### config.mk
export PLATFORM = sky130hd
export DESIGN_NAME = opb_register_ppc2simulink
export DESIGN_NICKNAME = d
export VERILOG_FILES = /design/src/rtl/opb_register_ppc2simulink.sv
export SDC_FILE = /design/constraint.sdc
export NUM_CORES = 1
export LEC_CHECK = 0
export BUFFER_PORTS_ARGS = -buffer_cell sky130_fd_sc_hd__clkbuf_2
export CAP_MARGIN = 15
export CORE_ASPECT_RATIO = 1.75
export CORE_MARGIN = 4
export CORE_UTILIZATION = 40
export DETAILED_ROUTE_END_ITERATION = 10
export PLACE_DENSITY_LB_ADDON = 0.1
export SLEW_MARGIN = 15
export SYNTH_ARGS = -nofsm -noshare
export SYNTH_HDL_FRONTEND = slang
export SYNTH_SLANG_ARGS = --single-unit
export TNS_END_PERCENT = 10
### constraint.sdc
create_clock -name OPB_Clk -period 1.6 [get_ports OPB_Clk]
set_input_delay 0.16 -clock OPB_Clk [delete_from_list [all_inputs] [get_ports OPB_Clk]]
set_output_delay 0.16 -clock OPB_Clk [all_outputs]
set_load 0.05 [all_outputs]
### src/rtl/opb_register_ppc2simulink.sv
// OPB slave holding a PPC-written 32-bit control word that drives fabric logic, with a
// one-cycle update strobe and a read-only count of completed data writes.
module opb_register_ppc2simulink #(
  parameter logic [31:0] C_BASEADDR   = 32'h0100_8800,
  parameter logic [31:0] C_HIGHADDR   = 32'h0100_88FF,
  parameter int          C_OPB_AWIDTH = 32,
  parameter int          C_OPB_DWIDTH = 32,
  parameter logic [31:0] C_RESET_VAL  = 32'h0000_0000,
  parameter              C_FAMILY     = "virtex5"
) (
  input  logic        OPB_Clk,
  input  logic        OPB_Rst_n,
  input  logic [0:31] OPB_ABus,
  input  logic [0:3]  OPB_BE,
  input  logic [0:31] OPB_DBus,
  input  logic        OPB_RNW,
  input  logic        OPB_select,
  input  logic        OPB_seqAddr,
  output logic [0:31] Sl_DBus,
  output logic        Sl_xferAck,
  output logic        Sl_errAck,
  output logic        Sl_retry,
  output logic        Sl_toutSup,
  output logic [31:0] user_data_out,
  output logic        user_data_valid
);

  typedef enum logic {IDLE, ACK} state_t;

  localparam bit CFG_OK = (C_OPB_AWIDTH == 32) && (C_OPB_DWIDTH == 32) && ($bits(C_FAMILY) > 0);

  state_t      state;
  state_t      state_next;
  logic [31:0] data_q;
  logic [31:0] data_next;
  logic [15:0] wr_count;
  logic [31:0] rd_word_q;
  logic        valid_q;
  logic [31:0] offset;
  logic [1:0]  reg_sel;
  logic [31:0] sel_word;
  logic        hit;
  logic        take;
  logic        data_wr;
  logic        unused_ok;

  assign offset  = OPB_ABus - C_BASEADDR;
  assign reg_sel = offset[3:2];
  assign hit     = OPB_select && (OPB_ABus >= C_BASEADDR) && (OPB_ABus <= C_HIGHADDR);
  assign take    = (state == IDLE) && hit;
  assign data_wr = take && !OPB_RNW && (reg_sel == 2'd0);

  assign unused_ok = &{1'b0, OPB_seqAddr, offset[31:4], offset[1:0], CFG_OK};

  always_ff @(posedge OPB_Clk or negedge OPB_Rst_n) begin
    if (!OPB_Rst_n) begin
      state <= IDLE;
    end else begin
      state <= state_next;
    end
  end

  // A transfer always occupies exactly one ACK cycle, so back-to-back requests pace at 1 per 2 cycles.
  always_comb begin
    state_next = IDLE;
    case (state)
      IDLE:    state_next = hit ? ACK : IDLE;
      ACK:     state_next = IDLE;
      default: state_next = IDLE;
    endcase
  end

  always_comb begin
    Sl_xferAck = 1'b0;
    Sl_DBus    = '0;
    if (state == ACK) begin
      Sl_xferAck = 1'b1;
      Sl_DBus    = rd_word_q;
    end
  end

  assign Sl_errAck       = 1'b0;
  assign Sl_retry        = 1'b0;
  assign Sl_toutSup      = 1'b0;
  assign user_data_out   = data_q;
  assign user_data_valid = valid_q;

  always_comb begin
    sel_word = 32'h0;
    case (reg_sel)
      2'd0:    sel_word = data_q;
      2'd1:    sel_word = {16'h0000, wr_count};
      default: sel_word = 32'h0;
    endcase
  end

  // OPB is big-endian: BE[0] and DBus[0:7] carry the most significant byte of the word.
  always_comb begin
    data_next = data_q;
    for (int i = 0; i < 4; i++) begin
      if (OPB_BE[i]) begin
        data_next[31-8*i -: 8] = OPB_DBus[8*i +: 8];
      end
    end
  end

  always_ff @(posedge OPB_Clk or negedge OPB_Rst_n) begin
    if (!OPB_Rst_n) begin
      data_q    <= C_RESET_VAL;
      wr_count  <= 16'h0000;
      rd_word_q <= 32'h0;
      valid_q   <= 1'b0;
    end else begin
      valid_q   <= data_wr;
      rd_word_q <= (take && OPB_RNW) ? sel_word : 32'h0;
      if (data_wr) begin
        data_q   <= data_next;
        wr_count <= wr_count + 16'h0001;
      end
    end
  end

endmodule

# ---- Word level (Yosys, flattened, before mapping)
# Index checks and enable logic that the tools add are counted.
dict set report totals {
  reg_bits 82
  latch_bits 0
  mem_bits_rw 0
  romBits 0
  input_bits 73
  output_inout_bits 69
  word_cells 32
  memories 0
}
dict set report op_classes {
  add_sub_neg 2
  mul 0
  n_div 0
  order_cmp 2
  n_eq_ne 1
  shift 0
  mux 6
  bitwise 1
  n_reduce_logical 12
}
# op n
set op_table {}
lappend op_table {{$mux W32} 2}
lappend op_table {{$pmux W32 S2} 1}
lappend op_table {{$ge A32 B25 Y1 const B} 1}
lappend op_table {{$le A32 B25 Y1 const B} 1}
lappend op_table {{$add A16 B1 Y16 const B} 1}
lappend op_table {{$reduce_and A2 Y1} 4}
lappend op_table {{$logic_and A1 B1 Y1} 6}
lappend op_table {{$sub A4 B1 Y4 const B} 1}
lappend op_table {{$eq A2 B1 Y1 const B} 1}
lappend op_table {{$logic_not A2 Y1} 1}
lappend op_table {{$mux W1} 2}
lappend op_table {{$pmux W1 S2} 1}
lappend op_table {{$logic_not A1 Y1} 1}
lappend op_table {{$not A1 Y1} 1}

# ---- Longest topological paths before layout
dict set report depth {
  depth_word 7
  ltp_mapped 6
  depth_no_buf 5
}

# ---- Worst setup path after synthesis
# Ideal clock, no wire load.
dict set report synth_timing {
  path_kind {reg-to-reg}
  from {reg state}
  to {reg data_q[12] (netlist: user_data_out[12])}
  setup_time_ns 0.128
  arrival_time_ns 1.753
  t_required_ns 1.472
  setup_slack_ns -0.281
  stages_incl_launch_ff 6
  n_path_buf 1
  period_less_slack_ns 1.881
  cell_sequence {dfrtp_1 -> nor4_2 -> and4_1 -> buf_4 -> nand4_4 -> mux2_1}
}
dict set report synth_via {
  elab_chain_cells 5
}
# element line
set synth_lines {}
lappend synth_lines {{start, declared} 32} ;# state_t state;
lappend synth_lines {{start signal, assigned} 59} ;# state <= state_next;
lappend synth_lines {{$not A1 Y1} 50} ;# assign take = (state == IDLE) && hit;
lappend synth_lines {{$logic_and A1 B1 Y1} 50}
lappend synth_lines {{$logic_and A1 B1 Y1 (2 in a row)} 51} ;# assign data_wr = take && !OPB_RNW && (reg_sel == 2'd0);
lappend synth_lines {{$reduce_and A2 Y1 (no source line)} --}
lappend synth_lines {{end signal, assigned} 117} ;# data_q <= data_next;
lappend synth_lines {{end, declared} 34} ;# logic [31:0] data_q;
# No other way between the ends.
# A chain may end at the register's enable or synchronous reset.

# ---- Worst setup path after layout
dict set report layout_timing {
  from {reg state}
  to {reg data_q[8] (netlist: user_data_out[8])}
}
# Same word-level chain as after synthesis.

==> key figures <==
Run status
  • Outcome: complete, but fails checks
  • Violated checks: negative setup slack

Pwr
  • P_sw: 0.000890 W
  • Combinational Power Share: 5.3%
  • Power density over the cells: 826 mW/mm2
  • Clock Power Share: 47.5%
  • Flop pwr share: 47.1%
  • Cell internal pwr: 0.00351 W
  • Sw Ratio: 20.2%
  • Pleak: 2.87 nW
  • Worst VDD drop: 0.550 mV
  • Pwr Total: 0.00440 W

Die
  • IO Pins: 142
  • Placeable Area: 0.00915 mm2
  • Die span in y: 137 um
  • Row cnt: 46
  • Initial Util: 41.2%
  • Die Width: 81.4 um
  • Die ar.: 0.0111 mm2

Synth
  • Ys Warns: 0
  • EDFF count, synth: 0
  • Distinct cells, synth: 33
  • Async SR Flop Fraction: 100%
  • Most frequent cell after synthesis: dfrtp_1
  • Post-synthesis sequential area ratio: 54.4%
  • Post-synth top cells: dfrtp_1 (82), and2_1 (33), mux2_2 (30)
  • Synth area leader: dfrtp_1
  • Avg Cell Area, Syn: 13.3 um2
  • Mapped cell area: 0.00377 mm2
  • Top-area cell type share of the netlist area: 54.4%
  • Top cells by area in the synthesized netlist: dfrtp_1 (54%), mux2_2 (8.9%), and2_1 (5.5%)
  • Top_reg_cell synth: dfrtp_1
  • Synth Register Bits: 82
  • Synth Instances: 284

Timing
  • Crit share post-route: 102%
  • Minimum clock period: 1640 ps
  • Max Slew Vio Count: 0
  • Worst Skew: 5.74 ps
  • Final setup violating endpoints: 16
  • Worst Slack Setup Final: -36.1 ps
  • Fmax achieved: 611 MHz
  • Hold WS: 54.6 ps
  • RSZ-0062 raised after global routing: true
  • Setup Total Neg Slack: -190 ps
  • Final Hold Viols: 0

Setup path
  • Worst EP arrival: 1850 ps
  • CP Data Required Time: 1810 ps
  • Crit Path Class: flop to flop
  • Crit. End Element: flop
  • Worst r2r path cells: 5
  • CP max FO: 8
  • Startpoint Class: flop

Clock network
  • Clock tree buffer depth: 2
  • TritonCTS clock tree: built
  • CTS Sinks: 82
  • Worst-Skew Late Latency: 330 ps
  • Clock root cell: clkbuf_16
  • H-tree Lvls: 3
  • Clock buffer count from CTS: 9
  • Clk slew on worst S/H paths: 60 ps

Final layout
  • Syn-to-layout area delta: 41.2%
  • N_diodes: 0
  • Final std cells w/o fill: 564
  • Fillers: 765
  • Final #Nets: 516
  • Layout cells sized above 1: 57.9%

GRT
  • Vias in the first global route: 2,891
  • Total Routing Usage GR: 17.2%
  • Overflow after GRT: 0
  • Initial antenna violation count: 0
  • Global-route wire length before repair: 14,500 um
  • Largest net degree at the start of global routing: 37

Routing
  • Via Count: 2,737
  • DR WL/cell: 16.0 um
  • Final ANT Viol Nets: 0
  • 1st-iter DRT viols: 69
  • DRT Wirelength: 9000 um
  • Post-DR vias/cell: 4.85
  • DR pass1 iterations: 4
  • Residual DRC: 0

Placement
  • Post-Place Cells: 549
  • Gp weighted congestion: 0.783
  • DP HPWL: 6880 um
  • PortBufs: 131

Flow run
  • # Max-Cap Violations: 0

Min path
  • Hold Crit Depth: 2
  • HP Class: primary input to flop
[registers in the layout (all words and copies together) (netlist names)]
name	cells
rd_word_q	32
user_data_out	32
wr_count	16
state	1
user_data_valid	1
[per-stage QoR]
step           util [%]  setup slack (ps)  cell area (um2)
2_1_floorplan         -              -120             3800
3_3_place_gp       52.4             -53.3             4790
3_5_place_dp       52.4             -97.0             4790
4_1_cts            56.8             -70.7             5190
5_1_grt            58.2              -134             5330
6_report           58.2             -36.1             5330
[routing by layer]
layer  vias up  track usage [%]  part of all wire [%]
met5         -                0                     0
met4         0             5.08                   1.2
met3         9             4.41                   6.2
met2        91             30.5                    54
met1      1336             20.1                    38
li1       1301                -                     -
[placed cells by master (no fill, tap or decap), types with 3 or more instances in the layout]
cell type / instances
nor2_1: 17
nor4_2: 5
conb_1: 3
buf_4: 25
nor3_2: 4
nand4_4: 5
clkbuf_2: 98
nor3b_2: 16
clkbuf_16: 9
and3_1: 3
nand2_1: 3
and2_1: 33
nand4_1: 3
xor2_1: 13
mux2_2: 29
mux2_4: 4
buf_2: 15
nor4b_4: 4
clkbuf_4: 17
mux2i_1: 16
nand3_1: 7
buf_12: 6
nor4_4: 5
dfrtp_1: 81
[timing repair]
item | in CTS | in global routing
endpoints found under the hold margin | 32 | 0
cloned | 0 | 0
hold buffers | 1 | 0
resized for setup | 18 | 64
pin swaps | 4 | 20
setup endpoints to repair | 78 | 96
buffers inserted | 1 | 0
[power by group through the flow]
| stage | Combinational (W) | Clock [W] | Sequential [W] |
|---|---|---|---|
| 4_1_cts | 0.000239 | 0.00214 | 0.00207 |
| 6_report | 0.000235 | 0.00209 | 0.00207 |
| 5_1_grt | 0.000259 | 0.00223 | 0.00207 |
| 2_1_floorplan | 0.0000704 | 0 | 0.00211 |
| 3_5_place_dp | 0.000235 | 0 | 0.00211 |
| 3_3_place_gp | 0.000230 | 0 | 0.00211 |
[worst paths after layout]
path,startpoint,to,slack [ps]
max reg2reg,state$_DFF_PN0_,user_data_out[8]$_DFFE_PN0P_,-40
min in group asynchronous,OPB_Rst_n,user_data_out[30]$_DFFE_PN0P_,330
min,OPB_DBus[29],user_data_out[2]$_DFFE_PN0P_,50
min reg2reg,wr_count[15]$_DFFE_PN0P_,wr_count[15]$_DFFE_PN0P_,470
max in group asynchronous,OPB_Rst_n,rd_word_q[2]$_DFF_PN0_,710
max,state$_DFF_PN0_,user_data_out[8]$_DFFE_PN0P_,-40
[critical path, stage by stage, from the launching register on]
cell     delay [ps]
dfrtp_2         430
nor4_4          150
and4_4          260
buf_12          130
nand4_4         180
mux2_4          350
[logic make-up (layout without fill, tap and decap cells)]
family                     after synthesis  count (layout)  synth area share, %
and+or+nand+nor                        118             118                 24.6
DFF                                     82              82                 54.4
muxes                                   49              49                 14.1
buffers and inverters                   18             176                 3.02
xor gates and xnor gates                15              15                 3.48
adders and majority gates                1               1                0.331
other                                    1               3               0.0993
[cell type report]
type / count / area, um2 / share of cell area, %
well taps: 120 / 150 / 2.82
clock inverters: 4 / 70.1 / 1.31
clock buffers: 9 / 225 / 4.23
flip-flops and latches: 82 / 2050 / 38.5
multi-input cells: 186 / 1810 / 33.9
repair buffers: 163 / 1020 / 19.2
Note: power is estimated with default switching activity, not from simulation.
